--- config.mk ---
export PLATFORM = sky130hd
export DESIGN_NAME = fp_iterative_butterfly
export DESIGN_NICKNAME = d
export VERILOG_FILES = /design/src/rtl/fp_iterative_butterfly.sv
export SDC_FILE = /design/constraint.sdc
export NUM_CORES = 1
export LEC_CHECK = 0
export CORE_MARGIN = 2
export CORE_UTILIZATION = 44
export CTS_CLUSTER_SIZE = 16
export DETAILED_ROUTE_END_ITERATION = 8
export HOLD_SLACK_MARGIN = 0.02
export PLACE_DENSITY = 0.78
export SKIP_CTS_REPAIR_TIMING = 1
export SYNTH_ARGS = -nofsm -noshare
export SYNTH_HDL_FRONTEND = slang
export SYNTH_SLANG_ARGS = --single-unit
--- constraint.sdc ---
create_clock -name clk -period 2.41 [get_ports clk]
set_input_delay 0.241 -clock clk [delete_from_list [all_inputs] [get_ports clk]]
set_output_delay 0.241 -clock clk [all_outputs]
set_load 0.1 [all_outputs]
--- src/rtl/fp_iterative_butterfly.sv ---
// Radix-2 DIT butterfly: x = a + w*b, y = a - w*b. The product w*b comes from an
// external complex multiplier over a request/response handshake; one butterfly in flight.
module fp_iterative_butterfly #(
  parameter int n = 32,
  parameter int d = 16
) (
  input  logic         clk,
  input  logic         reset,
  input  logic         recv_val,
  output logic         recv_rdy,
  input  logic [n-1:0] ar,
  input  logic [n-1:0] ac,
  input  logic [n-1:0] br,
  input  logic [n-1:0] bc,
  input  logic [n-1:0] wr,
  input  logic [n-1:0] wc,
  output logic         mul_req_val,
  input  logic         mul_req_rdy,
  output logic [n-1:0] mul_ar,
  output logic [n-1:0] mul_ac,
  output logic [n-1:0] mul_br,
  output logic [n-1:0] mul_bc,
  input  logic         mul_resp_val,
  output logic         mul_resp_rdy,
  input  logic [n-1:0] mul_cr,
  input  logic [n-1:0] mul_cc,
  output logic         send_val,
  input  logic         send_rdy,
  output logic [n-1:0] xr,
  output logic [n-1:0] xc,
  output logic [n-1:0] yr,
  output logic [n-1:0] yc
);

  // The fraction width only documents the n.d format; no rescaling happens here.
  if (d < 0 || d > n) begin : g_bad_fraction
    $error("fp_iterative_butterfly: fractional bits d must lie in 0..n");
  end

  typedef enum logic [1:0] {
    IDLE  = 2'd0,
    ISSUE = 2'd1,
    WAIT  = 2'd2,
    DONE  = 2'd3
  } state_t;

  state_t       state_r;
  logic [n-1:0] ar_r;
  logic [n-1:0] ac_r;

  // FSM: handshake outputs are registered together with the state they decode.
  // The latched b and w feed the multiplier directly from their registers.
  always_ff @(posedge clk) begin
    if (reset) begin
      state_r      <= IDLE;
      recv_rdy     <= 1'b1;
      mul_req_val  <= 1'b0;
      mul_resp_rdy <= 1'b0;
      send_val     <= 1'b0;
      ar_r         <= {n{1'b0}};
      ac_r         <= {n{1'b0}};
      mul_ar       <= {n{1'b0}};
      mul_ac       <= {n{1'b0}};
      mul_br       <= {n{1'b0}};
      mul_bc       <= {n{1'b0}};
      xr           <= {n{1'b0}};
      xc           <= {n{1'b0}};
      yr           <= {n{1'b0}};
      yc           <= {n{1'b0}};
    end else begin
      case (state_r)
        IDLE: begin
          if (recv_val) begin
            ar_r        <= ar;
            ac_r        <= ac;
            mul_ar      <= br;
            mul_ac      <= bc;
            mul_br      <= wr;
            mul_bc      <= wc;
            state_r     <= ISSUE;
            recv_rdy    <= 1'b0;
            mul_req_val <= 1'b1;
          end
        end
        ISSUE: begin
          if (mul_req_rdy) begin
            state_r      <= WAIT;
            mul_req_val  <= 1'b0;
            mul_resp_rdy <= 1'b1;
          end
        end
        WAIT: begin
          // Modular n-bit add/subtract: overflow wraps silently.
          if (mul_resp_val) begin
            xr           <= ar_r + mul_cr;
            xc           <= ac_r + mul_cc;
            yr           <= ar_r - mul_cr;
            yc           <= ac_r - mul_cc;
            state_r      <= DONE;
            mul_resp_rdy <= 1'b0;
            send_val     <= 1'b1;
          end
        end
        DONE: begin
          if (send_rdy) begin
            state_r  <= IDLE;
            send_val <= 1'b0;
            recv_rdy <= 1'b1;
          end
        end
        default: begin
          state_r      <= IDLE;
          recv_rdy     <= 1'b1;
          mul_req_val  <= 1'b0;
          mul_resp_rdy <= 1'b0;
          send_val     <= 1'b0;
        end
      endcase
    end
  end

endmodule
==> metrics.txt <==
status complete, but fails checks; failing checks setup timing; Filler Cell Count around 3000; crit path max fanout 4; WL final ~75000 um; CTS tree done; Core ar. around 0.04 mm2; H-tree depth 2; GRT overflow 0; Final Max Tran Viols 0; Clock Path Buffers 3; Multi-input gate area roughly 0.012 mm2; clock-pin slew on the worst setup and hold paths around 0.060 ns; Required @ worst endpoint approximately 2.9 ns; Synth-to-Final Area Change 61.18%; Worst-Margin Slew around 0.72 ns; Max Freq 354.6 MHz; drc violations 0; register area approximately 0.0065 mm2; IO Count 522; Mapped Cells 2429; worst hold stages 3; Distinct cells, synth 95; ys async rst share 0%; most common cell after layout, fill and taps aside buf_4; initial antenna violation count 3; Post-Synth Adder-Cell Area a little under a tenth; DRT antenna net count 0; Synth Cell Area approximately 0.018 mm2; Yosys reg bits approximately 320; Reg2Reg Capture Point xc[10]$_SDFFE_PP0P_; dpl hpwl 53990 um; Power Density 1050 mW/mm2; RSZ-0062 raised after global routing true; final hold vios 0; worst r2r src ac_r[0]$_SDFFE_PP0P_; FF-to-FF path depth 13; total global-route track usage 31.00%; CP endpoint xc[10]$_SDFFE_PP0P_; Clock Sinks between 300 and 400; Die Area 0.04332 mm2; Setup Skew ~0.023 ns; layout cells sized above 1 between 30% and 40%; Clock Latency Late Sink between 0.5 and 0.6 ns; syn nets ~2800; maximum vdd drop a little over 0.0009 V; HP Class input port to register; EDFF count, synth 0; critical path type register to register; Port Buf Inserts between 500 and 600; Reg2Reg Setup Slack -0.41 ns; height of the chip 208.1 um; DRT Pass-1 Iters 7; Hold WS about 0.23 ns; Initial Util 44.70%; Synth Area per Inst roughly 7.5 um2; first-pass GRT wire length around 110000 um; P_leak 12.87 nW; Placement Rows 74; min Tclk post-route ~2.8 ns; main combinational cell family by area after synthesis compound AO/OA/AOI/OAI gates; layout net count around 3700; RD Place Congestion about 1.0; Post-Layout Cell Count between 3000 and 4000; Post-Route Setup TNS -14.65 ns; warnings from Yosys 0; WL per Instance between 15 and 20 um; Post-Synth Simple-Gate Area 21.01%; Slew Limit Headroom between 50% and 60%; Placed Cells approximately 3700; root buf cell clkbuf_16; top_reg_cell synth dfxtp_1; Synth Area in Compound Gates between 20% and 30%; CP endpoint kind register; CP arrival between 3 and 4 ns; vias between 20000 and 25000; fin crit share 117.0%; Finish-stage setup viols 79; largest net degree at the start of global routing around 140; most frequent cells in the layout buf_4 (662), nand2_1 (506), a21oi_1 (333); number of global-route vias before repair 19860; Crit. Startpoint ac_r[0]$_SDFFE_PP0P_; mux contribution to synthesized area less than 1%; Seq/Total Area, Yosys a little over a third; Setup crit start kind register; chip width between 200 and 250 um; Synth Area in XOR/XNOR between 3 and 4%; Max Cap Viol 0; Vias/cell about 5.6; DRT iter0 DRCs between 1500 and 2000; number of CTS-inserted buffers 37; final critical-path setup slack -0.4104 ns
[through the flow]
step                total power, mW  worst slack (ns)  instance area [um2]  utilization, %
finish                        31.03           -0.4104                29550           72.04
global route                  32.25           -0.5075                29550           72.04
CTS                           29.34           -0.5950                27290           66.54
detailed placement            23.24            -1.039                26000           63.40
global placement              23.02           -0.9852                26000           63.40
floorplan                     18.11          -0.07431                18450               -
[cell usage after synthesis (22+ instances only)]
cell      number  area, um2
a211oi_1      50      375.4
a21o_1        26      195.2
a21oi_1      374       1872
clkbuf_1     113      424.2
dfxtp_1      324       6486
ha_1         128       1602
inv_1        139      521.8
nand2_1      517       1941
nand3_1       43      215.2
nand4_1       22      137.6
nor2_1       160      600.6
nor3_1        39      195.2
nor4_1        27      168.9
o21ai_0       75      375.4
o21bai_1      31      232.7
xnor2_1       72      630.6
[metal layers]
layer | part of all wire, % | GRT usage (%)
met5 | 0 | 0
met1 | 39 | 37.37
met2 | 47 | 52.29
met4 | 6.2 | 15.48
met3 | 7.5 | 6.702
[cells by family (layout without fill, tap and decap cells)]
family                     count (synthesis)  count (layout)
buffers and inverters                    303            1176
DFF                                      324             324
xor gates and xnor gates                  79              79
and+or+nand+nor                          892             892
other                                      0               3
adders and majority gates                132             132
AOI/OAI and AO/OA                        695             695
muxes                                      4               4
[critical path, cell delays in order (launching register included)]
cell and delay, ns:
dfxtp_2 0.32, buf_6 0.11, ha_4 0.16, fa_2 0.37, nor2b_4 0.14, o21ai_2 0.15
a21oi_2 0.10, o31ai_4 0.39, buf_4 0.19, nor2_1 0.04, nor2_1 0.10, nor2_1 0.07
or3_1 0.33, a311oi_2 0.24
[worst min path at each step]
stage / from / slack [ns] / endpoint
6_report: br[19] / 0.23 / mul_ar[19]$_SDFFE_PP0P_
5_1_grt: ac[3] / 0.23 / ac_r[3]$_SDFFE_PP0P_
4_1_cts: reset / -0.007 / state_r[1]$_SDFFE_PP0P_
3_5_place_dp: mul_br[14]$_SDFFE_PP0P_ / 0.45 / mul_br[14]$_SDFFE_PP0P_
3_3_place_gp: mul_br[14]$_SDFFE_PP0P_ / 0.44 / mul_br[14]$_SDFFE_PP0P_
2_1_floorplan: ac[0] / 0.37 / ac_r[0]$_SDFFE_PP0P_
[registers in the layout (all words and copies together) (netlist names)]
register / count
yr: 31
mul_ar: 32
mul_bc: 32
mul_ac: 32
ar_r: 32
recv_rdy: 1
xr: 32
mul_resp_rdy: 1
yc: 31
mul_br: 32
send_val: 1
mul_req_val: 1
state_r: 2
xc: 32
ac_r: 32
[cell type report]
| type | instances | share of cell area, % |
|---|---|---|
| Multi-Input combinational cell | 1802 | 41.94 |
| Timing Repair Buffer | 968 | 27.60 |
| Sequential cell | 324 | 22.03 |
| Clock buffer | 46 | 3.493 |
| Tap cell | 532 | 2.253 |
| Inverter | 140 | 1.787 |
| Clock inverter | 22 | 0.8638 |
| Antenna cell | 3 | 0.02541 |
[where the power goes]
part           internal, mW  switching, mW
sequential             6.39          0.719
clock                  3.60           2.45
combinational          5.74           12.1
(Power assumes the default switching activity.)
